### config.mk
export PLATFORM = sky130hd
export DESIGN_NAME = wb_node_arbiter
export DESIGN_NICKNAME = d
export VERILOG_FILES = /design/src/rtl/wb_node_pkg.sv /design/src/rtl/wb_node_wdog.sv /design/src/rtl/wb_node_arbiter.sv
export SDC_FILE = /design/constraint.sdc
export NUM_CORES = 1
export LEC_CHECK = 0
export ABC_AREA = 1
export BUFFER_PORTS_ARGS = -buffer_cell sky130_fd_sc_hd__buf_2
export CAP_MARGIN = 20
export CORE_AREA = 10 10 115 117
export CTS_CLUSTER_SIZE = 25
export DETAILED_ROUTE_END_ITERATION = 16
export DIE_AREA = 0 0 125 127
export PLACE_DENSITY = 0.59
export SLEW_MARGIN = 20
export SYNTH_ARGS = -nofsm -noshare
export SYNTH_HDL_FRONTEND = slang
export SYNTH_SLANG_ARGS = --single-unit
### constraint.sdc
create_clock -name wb_clk_i -period 1.6 [get_ports wb_clk_i]
set_input_delay 0.48 -clock wb_clk_i [delete_from_list [all_inputs] [get_ports wb_clk_i]]
set_output_delay 0.48 -clock wb_clk_i [all_outputs]
set_load 0.01 [all_outputs]
### src/rtl/wb_node_pkg.sv
// Shared types and defaults for the two-master Wishbone node arbiter.
// Holds the arbiter state encoding, the one-hot grant codes and the parameter defaults.
package wb_node_pkg;

    typedef enum logic [1:0] {
        ST_IDLE = 2'd0,
        ST_GNT0 = 2'd1,
        ST_GNT1 = 2'd2,
        ST_ERR  = 2'd3
    } state_t;

    localparam logic [1:0] GRANT_NONE = 2'b00;
    localparam logic [1:0] GRANT_M0   = 2'b01;
    localparam logic [1:0] GRANT_M1   = 2'b10;

    localparam int DEF_AW      = 32;
    localparam int DEF_DW      = 32;
    localparam int DEF_TIMEOUT = 255;

endpackage

### src/rtl/wb_node_wdog.sv
// Stall watchdog: counts consecutive stalled strobe cycles and flags expiry
// on the cycle whose increment would reach TIMEOUT.
module wb_node_wdog #(
    parameter int TIMEOUT = 255
) (
    input  logic clk,
    input  logic rst,
    input  logic i_clear,
    input  logic i_count_en,
    output logic o_expire
);

    localparam logic [7:0] LAST = 8'(TIMEOUT - 1);

    logic [7:0] r_cnt;

    always_ff @(posedge clk or posedge rst) begin
        if (rst) begin
            r_cnt <= 8'd0;
        end else if (i_clear) begin
            r_cnt <= 8'd0;
        end else if (i_count_en) begin
            r_cnt <= r_cnt + 8'd1;
        end
    end

    // A clear in the same cycle (e.g. ack) always beats expiry.
    assign o_expire = i_count_en && !i_clear && (r_cnt == LAST);

endmodule

### src/rtl/wb_node_arbiter.sv
// Round-robin arbiter sharing one Wishbone slave between the management bus (M0)
// and a debug master (M1); grants are held for the whole cycle, stalls time out with err.
module wb_node_arbiter
    import wb_node_pkg::*;
#(
    parameter int AW      = DEF_AW,
    parameter int DW      = DEF_DW,
    parameter int TIMEOUT = DEF_TIMEOUT
) (
    input  logic            wb_clk_i,
    input  logic            wb_rst_i,

    input  logic            m0_cyc_i,
    input  logic            m0_stb_i,
    input  logic            m0_we_i,
    input  logic [DW/8-1:0] m0_sel_i,
    input  logic [AW-1:0]   m0_adr_i,
    input  logic [DW-1:0]   m0_dat_i,
    output logic [DW-1:0]   m0_dat_o,
    output logic            m0_ack_o,
    output logic            m0_err_o,

    input  logic            m1_cyc_i,
    input  logic            m1_stb_i,
    input  logic            m1_we_i,
    input  logic [DW/8-1:0] m1_sel_i,
    input  logic [AW-1:0]   m1_adr_i,
    input  logic [DW-1:0]   m1_dat_i,
    output logic [DW-1:0]   m1_dat_o,
    output logic            m1_ack_o,
    output logic            m1_err_o,

    output logic            s_cyc_o,
    output logic            s_stb_o,
    output logic            s_we_o,
    output logic [DW/8-1:0] s_sel_o,
    output logic [AW-1:0]   s_adr_o,
    output logic [DW-1:0]   s_dat_o,
    input  logic [DW-1:0]   s_dat_i,
    input  logic            s_ack_i,

    output logic [1:0]      grant_o,
    output logic            busy_o,
    output logic            timeout_o
);

    state_t r_state;
    logic   r_last_grant;   // 0 = M0 served last, 1 = M1 served last
    logic   w_expire;
    logic   w_wdog_clear;

    assign w_wdog_clear = (r_state == ST_IDLE) || s_ack_i || !s_stb_o;

    wb_node_wdog #(
        .TIMEOUT (TIMEOUT)
    ) u_wdog (
        .clk        (wb_clk_i),
        .rst        (wb_rst_i),
        .i_clear    (w_wdog_clear),
        .i_count_en (s_stb_o),
        .o_expire   (w_expire)
    );

    // Expiry takes priority over cyc falling so the err pulse is never lost.
    always_ff @(posedge wb_clk_i or posedge wb_rst_i) begin
        if (wb_rst_i) begin
            r_state      <= ST_IDLE;
            r_last_grant <= 1'b1;
        end else begin
            case (r_state)
                ST_IDLE: begin
                    if (m0_cyc_i && m1_cyc_i) begin
                        r_state <= r_last_grant ? ST_GNT0 : ST_GNT1;
                    end else if (m0_cyc_i) begin
                        r_state <= ST_GNT0;
                    end else if (m1_cyc_i) begin
                        r_state <= ST_GNT1;
                    end
                end
                ST_GNT0: begin
                    if (w_expire) begin
                        r_state      <= ST_ERR;
                        r_last_grant <= 1'b0;
                    end else if (!m0_cyc_i) begin
                        r_state      <= ST_IDLE;
                        r_last_grant <= 1'b0;
                    end
                end
                ST_GNT1: begin
                    if (w_expire) begin
                        r_state      <= ST_ERR;
                        r_last_grant <= 1'b1;
                    end else if (!m1_cyc_i) begin
                        r_state      <= ST_IDLE;
                        r_last_grant <= 1'b1;
                    end
                end
                default: begin
                    r_state <= ST_IDLE;
                end
            endcase
        end
    end

    // In ERR, r_last_grant already names the master whose cycle timed out.
    always_comb begin
        s_cyc_o   = 1'b0;
        s_stb_o   = 1'b0;
        s_we_o    = 1'b0;
        s_sel_o   = '0;
        s_adr_o   = '0;
        s_dat_o   = '0;
        m0_dat_o  = '0;
        m0_ack_o  = 1'b0;
        m0_err_o  = 1'b0;
        m1_dat_o  = '0;
        m1_ack_o  = 1'b0;
        m1_err_o  = 1'b0;
        grant_o   = GRANT_NONE;
        busy_o    = 1'b0;
        timeout_o = 1'b0;
        case (r_state)
            ST_GNT0: begin
                s_cyc_o  = m0_cyc_i;
                s_stb_o  = m0_stb_i;
                s_we_o   = m0_we_i;
                s_sel_o  = m0_sel_i;
                s_adr_o  = m0_adr_i;
                s_dat_o  = m0_dat_i;
                m0_ack_o = s_ack_i;
                m0_dat_o = s_dat_i;
                grant_o  = GRANT_M0;
                busy_o   = 1'b1;
            end
            ST_GNT1: begin
                s_cyc_o  = m1_cyc_i;
                s_stb_o  = m1_stb_i;
                s_we_o   = m1_we_i;
                s_sel_o  = m1_sel_i;
                s_adr_o  = m1_adr_i;
                s_dat_o  = m1_dat_i;
                m1_ack_o = s_ack_i;
                m1_dat_o = s_dat_i;
                grant_o  = GRANT_M1;
                busy_o   = 1'b1;
            end
            ST_ERR: begin
                m0_err_o  = !r_last_grant;
                m1_err_o  = r_last_grant;
                timeout_o = 1'b1;
            end
            default: begin
            end
        endcase
    end

endmodule

==> flow_summary.yaml, run 1 <==
outcome:
  status: "finished, violations left"
  violations: "negative setup slack"
floorplanning:
  fp.coreArea_mm2: 0.0111
  die_y_um: 127
  rows: 39
  die_w_um: 125
  die_area_mm2: 0.0159
  start_util: 0.199
  ioPinCount: 320
timing:
  fin_ws_ns: -0.510
  hold-worst-slack_ns: 0.235
  slew_viol_final: 0
  slew-limit-headroom: 0.713
  rsz0062_at_grt: "true"
  final-hold-violation-count: 0
  worstMarginPinSlew_ns: 0.430
  final.period_utilization: 1.32
  timing.final.crit_period_ns: 2.11
  finClkSkew_ns: 0.00123
  setup_viol: 147
  max_freq_mhz: 474
power:
  totalPowerFinal_uw: 11200
  power_density_mw_per_mm2: 1890
  max-vdd-ir-drop_uv: 975
  p_leak_uw: 0.00344
drt:
  totalWireLength_um: 17100
  vias: 4216
  routed.top_layer: "met4"
  vias_per_cell: 4.39
  dr.first_iter.drc_count: 289
  post_drt_wl_per_cell_um: 17.8
  drt-met1-wl_um: 6330
  postRouteAntennaNets: 0
  dr.pass1.iters: 4
  met3RoutedLength_um: 1170
  drc: 0
  routed-wl-met2_um: 9400
yosys:
  netlist_area_mm2: 0.00222
  syn_nets: 650
  synth-compound-area-share: 0.175
  muxShareOfSynthArea: 0
  synth_edf_count: 0
  synthFlopType: "dfrtp_1"
  synthArstFlopShare: 1.00
  synthAdderAreaFrac: 0.0452
  synth_area_leaders: "nand2_1 38%, a21oi_1 17%, inv_1 13%"
  ys_ff_latch: 11
  synthSimpleGateAreaFrac: 0.456
  synth.avg_cell_area_um2: 4.77
  ys_types: 22
  ys_warn_count: 0
  seq_area_frac_synth: 0.125
  synthXorXnorAreaFrac: 0.00395
  synth_top_area_frac: 0.385
  synth_top_family_by_area: "simple AND/OR/NAND/NOR gates"
  syn_inst: 465
  synth_largest_area_cell: "nand2_1"
grt:
  grt_use_total: 0.170
  grt_pass1_vias: 3836
  grt_pass1_wl_um: 22400
  grt.overflow.total: 0
  grt_start_max_net_pins: 40
  antenna_found_initial: 1
cts:
  clk_pin_slew_ns: 0.04
  cts_inserted_buffers: 3
  cts.htree.levels: 1
  cts_num_sinks: 11
  clk_latency_ns: 0.23
  ctsRootBufferMaster: "clkbuf_16"
  cts_tree: "done"
  cts_buffer_depth: 2
place:
  hpwl_um: 12000
  portBuffers: 319
  gp_congestion: 0.900
  placed_area_mm2: 0.00452
finish:
  drive_above_1_share: 0.705
  seq_area_um2: 278
  fillers: 1045
  final_nets: 1003
  syn2layout_area_growth_pct: 168
  design_area_mm2: 0.00594
  multi_input_area_mm2: 0.00219
critical_path:
  critPathMaxStageDelay_ns: 0.43
  crit_chain: "inv_4 -> ha_4 -> buf_12 -> buf_12 -> nand2_1 -> a21oi_2 -> buf_4"
  crit_type: "reg -> out"
  critPathLaunchType: "register"
  crit_path_top_delay_cell: "dfrtp_2"
  crit_fanout: 6
  arrival_ns: 1.63
  end_kind: "primary output"
  cpMostUsedCell: "buf_12"
  cp_data_required_time_ns: 1.12
worst_hold_path:
  hold_path.class: "in -> async"
flow_run:
  cap_violations: 0
==> metrics by stage <==
| stage | std cells | setup TNS [ns] | utilization | setup WS (ns) |
|---|---|---|---|---|
| floorplan | 465 | -11.58 | - | -0.133 |
| global placement | 926 | -19.05 | 0.407 | -0.216 |
| detailed placement | 926 | -20.34 | 0.407 | -0.233 |
| CTS | 942 | -55.73 | 0.469 | -0.487 |
| global route | 961 | -67.91 | 0.534 | -0.555 |
| finish | 961 | -57.58 | 0.534 | -0.510 |
==> cells in the mapped netlist (2+ instances only) <==
| master | n |
|---|---|
| inv_1 | 79 |
| a21oi_1 | 74 |
| nor3_1 | 5 |
| dfrtp_1 | 10 |
| buf_2 | 15 |
| nor2_1 | 18 |
| clkbuf_1 | 15 |
| nand2_1 | 227 |
| ha_1 | 8 |
| o21ai_0 | 2 |
==> path summary, 6_finish.rpt <==
path,start,end,slack [ns],cells after the start
min reg2reg,u_wdog.r_cnt[0],u_wdog.r_cnt[0],0.48,1
max reg2reg,r_state[0],r_state[0],-0.08,12
max,r_state[0],s_dat_o[24],-0.51,7
max in group asynchronous,wb_rst_i,r_last_grant,1.04,2
min in group wb_clk_i,u_wdog.r_cnt[0],u_wdog.r_cnt[0],0.48,1
min,wb_rst_i,u_wdog.r_cnt[2],0.23,2
==> power breakdown <==
group | internal, uW | switching [uW] | total (uW)
Clock | 334 | 115 | 448
Combinational | 5160 | 5250 | 10400
Sequential | 329 | 46.4 | 375
==> worst max-delay path: cells and delay by family (launching register included) <==
kind,cells,cell delay (ns)
AO/OA/AOI/OAI,1,0.14
adder cells (fa/ha/maj),1,0.21
buffers and inverters,4,0.51
flip-flops,1,0.43
AND/OR/NAND/NOR,1,0.09
==> layout make-up <==
| cell class | instances | area share |
|---|---|---|
| inverters | 80 | 0.0522 |
| repair buffers | 378 | 0.488 |
| flip-flops and latches | 11 | 0.0468 |
| diodes | 1 | 0.000421 |
| multi-input cells | 344 | 0.369 |
| well taps | 143 | 0.0301 |
| clock buffers | 4 | 0.0133 |
==> routing by layer <==
metal | track usage | vias up
met2 | 0.325 | 186
li1 | - | 2102
met1 | 0.193 | 1916
met4 | 0.0122 | 0
met5 | 0 | -
met3 | 0.0414 | 12
==> sequential cells by signal (all words and copies together) (netlist names) <==
| register | count |
|---|---|
| u_wdog.r_cnt | 8 |
| r_state | 2 |
| r_last_grant | 1 |
==> logic make-up (layout without fill, tap and decap cells) <==
group,count (synthesis),after routing
and+or+nand+nor,258,258
buffers and inverters,110,462
AOI/OAI and AO/OA,77,77
DFF,11,11
adders and majority gates,8,8
xor gates and xnor gates,1,1
other,0,1
==> cells in the final DEF (no fill, tap or decap), types with 13 or more instances in the layout <==
master | synthesis | routed
a21oi_2 | 0 | 69
nand2_1 | 227 | 158
buf_12 | 0 | 13
inv_1 | 79 | 40
inv_2 | 1 | 38
nand2_4 | 0 | 32
buf_6 | 0 | 63
buf_4 | 0 | 17
buf_2 | 15 | 266
nor2_1 | 18 | 16
nand2_2 | 0 | 37
==> repair_timing <==
| action | CTS | global route |
|---|---|---|
| hold buffers | 0 | 0 |
| gates cloned | 7 | 10 |
| hold endpoints to repair | 0 | 0 |
| pin swaps | 1 | 10 |
| setup buffers | 5 | 10 |
| endpoints found under the setup margin | 150 | 152 |
| resized for setup | 97 | 130 |
No activity file was read; power rests on OpenSTA's default activity.
==> run 2, diff against run 1 <==
- CELL_PAD_IN_SITES_DETAIL_PLACEMENT: not set -> 0
- CELL_PAD_IN_SITES_GLOBAL_PLACEMENT: not set -> 1
- CORE_AREA: 10 10 115 117 -> not set
- CORE_ASPECT_RATIO: not set -> 2
- CORE_MARGIN: not set -> 10
- CORE_UTILIZATION: not set -> 15
- DIE_AREA: 0 0 125 127 -> not set
- PLACE_DENSITY: 0.59 -> 0.76
- SYNTH_HIERARCHICAL: not set -> 1
==> run 2 against run 1 <==
The run still ends with negative setup slack left; critical endpoint is now s_adr_o[29]; die area increased by 34%; worst setup slack got worse by 0.048 ns; first-iteration DRC count decreased by 59%; total power increased by 21%.
==> flow_summary.yaml, run 2 <==
timing:
  slew-limit-headroom: 0.788
  final.period_utilization: 1.35
  hold-worst-slack_ns: 0.123
  timing.final.crit_period_ns: 2.16
  max_freq_mhz: 463
  finClkSkew_ns: 0.00206
  tns_ns: -69.20
  fin_ws_ns: -0.558
  worstMarginPinSlew_ns: 0.318
  final-hold-violation-count: 0
  setup_viol: 154
  slew_viol_final: 0
  rsz0062_at_grt: "true"
yosys:
  yosysMostFrequentCell: "nand2_1"
  ys_ff_latch: 11
  synth_area_leaders: "nand2_1 38%, a21oi_1 16%, inv_1 14%"
  syn_inst: 481
  synth.avg_cell_area_um2: 4.84
  ys_types: 21
  seq_area_frac_synth: 0.119
  syn_nets: 667
  synthArstFlopShare: 1.00
  synth_edf_count: 0
  ys_warn_count: 6
  synthFlopType: "dfrtp_1"
  netlist_area_mm2: 0.00233
  synth_top_area_frac: 0.380
  ys_top_cells_by_count: "236 x nand2_1, 84 x inv_1, 74 x a21oi_1"
  synth_largest_area_cell: "nand2_1"
floorplanning:
  die_w_um: 108
  start_util: 0.152
  die_y_um: 196
  ioPinCount: 320
  rows: 64
  die_area_mm2: 0.0212
  fp.coreArea_mm2: 0.0153
finish:
  largest_reg_flops: 8
  final_cell_mix: "243 x buf_2, 143 x nand2_1, 88 x buf_6"
  design_area_mm2: 0.00699
  reg.largest.list: "u_wdog/r_cnt (8), r_state (2), r_last_grant (1)"
  fillers: 1567
  final_common_cell: "buf_2"
  diodes: 0
  top_register: "u_wdog/r_cnt"
  drive_above_1_share: 0.745
  final_nets: 1050
  syn2layout_area_growth_pct: 200
drt:
  vias: 4426
  dr.pass1.iters: 4
  vias_per_cell: 4.17
  drc: 0
  totalWireLength_um: 19400
  post_drt_wl_per_cell_um: 18.3
  dr.first_iter.drc_count: 118
  postRouteAntennaNets: 0
grt:
  grt_pass1_vias: 4329
  grt.overflow.total: 0
  antenna_found_initial: 0
  gr-usage-met1: 0.162
  grt_use_total: 0.151
  grt_start_max_net_pins: 22
  grt_pass1_wl_um: 25500
  grt_util_met3: 0.0272
  grtUsageMet2: 0.297
  busiest_layer: "met2"
power:
  totalPowerFinal_uw: 13600
  power_density_mw_per_mm2: 1950
  max-vdd-ir-drop_uv: 869
  p_leak_uw: 0.00390
place:
  hpwl_um: 13700
  gp_congestion: 0.881
  portBuffers: 319
  placed_area_mm2: 0.00485
cts:
  cts_buffer_depth: 2
  cts_tree: "done"
  cts_inserted_buffers: 3
  cts.htree.levels: 1
  ctsRootBufferMaster: "clkbuf_16"
  cts_num_sinks: 11
  clk_pin_slew_ns: 0.04
  clk_latency_ns: 0.24
outcome:
  status: "finished, violations left"
  violations: "negative setup slack"
critical_path:
  cp_data_required_time_ns: 1.12
  crit_fanout: 8
  critPathLaunchType: "register"
  arrival_ns: 1.68
  crit_type: "reg -> out"
  end_kind: "primary output"
worst_hold_path:
  hold_path.class: "in -> async"
flow_run:
  cap_violations: 0
run 2: routing by layer:
layer / part of all wire / vias up
met5: 0 / -
met4: 0.014 / 0
met3: 0.062 / 16
met2: 0.58 / 166
met1: 0.35 / 2039
li1: - / 2205
run 2: final timing paths:
kind                               from         endpoint  slack, ns  cells past startpoint
max                          r_state[1]      s_adr_o[29]      -0.56                      8
min in group wb_clk_i      r_last_grant     r_last_grant       0.52                      2
max in group asynchronous      wb_rst_i  u_wdog/r_cnt[1]       1.17                      2
max reg2reg                  r_state[0]       r_state[1]      -0.42                     15
min                            wb_rst_i       r_state[0]       0.12                      2
min reg2reg                r_last_grant     r_last_grant       0.52                      2
run 2: logic make-up (layout without fill, tap and decap cells):
kind of cell	Yosys count	count (layout)	synth area share
buf+inv	117	499	0.215
flops	11	11	0.119
simple gates	263	263	0.441
compound gates	81	81	0.177
fa+ha+maj	9	9	0.0483
run 2: layout make-up:
| cell class | instances | area (um2) | share of cell area |
|---|---|---|---|
| Sequential cell | 11 | 279 | 0.0399 |
| Timing Repair Buffer | 409 | 3530 | 0.505 |
| Clock inverter | 1 | 5.00 | 0.000716 |
| Multi-Input combinational cell | 353 | 2510 | 0.358 |
| Tap cell | 198 | 248 | 0.0354 |
| Inverter | 86 | 348 | 0.0497 |
| Clock buffer | 3 | 75.1 | 0.0107 |
run 2: repair_timing:
action	in CTS	in global routing
endpoints found under the setup margin	154	154
pin swaps	7	24
cloned	10	18
setup buffers	18	16
hold buffers	0	0
resized for setup	127	180
run 2: worst max-delay path, cell delays in order (launching register included):
cell and delay (ns):
dfrtp_2 0.42, inv_4 0.08, ha_4 0.17, buf_12 0.11, buf_12 0.14, clkbuf_16 0.19
nand2_2 0.06, a21oi_2 0.12, buf_2 0.14
run 2: through the flow:
stage / instances / util / setup WS, ns
after floorplan: 481 / - / -0.344
after global placement: 999 / 0.317 / -0.280
after detailed placement: 999 / 0.317 / -0.315
after CTS: 1031 / 0.386 / -0.472
after global routing: 1061 / 0.457 / -0.619
final: 1061 / 0.457 / -0.558
run 2: report_power, final:
part / switching (uW) / leakage [uW] / total (uW) / internal (uW)
Clock: 131 / 0.0000409 / 463 / 332
Sequential: 52.4 / 0.000145 / 380 / 328
Combinational: 6100 / 0.00371 / 12800 / 6660
Total: 6290 / 0.00390 / 13600 / 7320
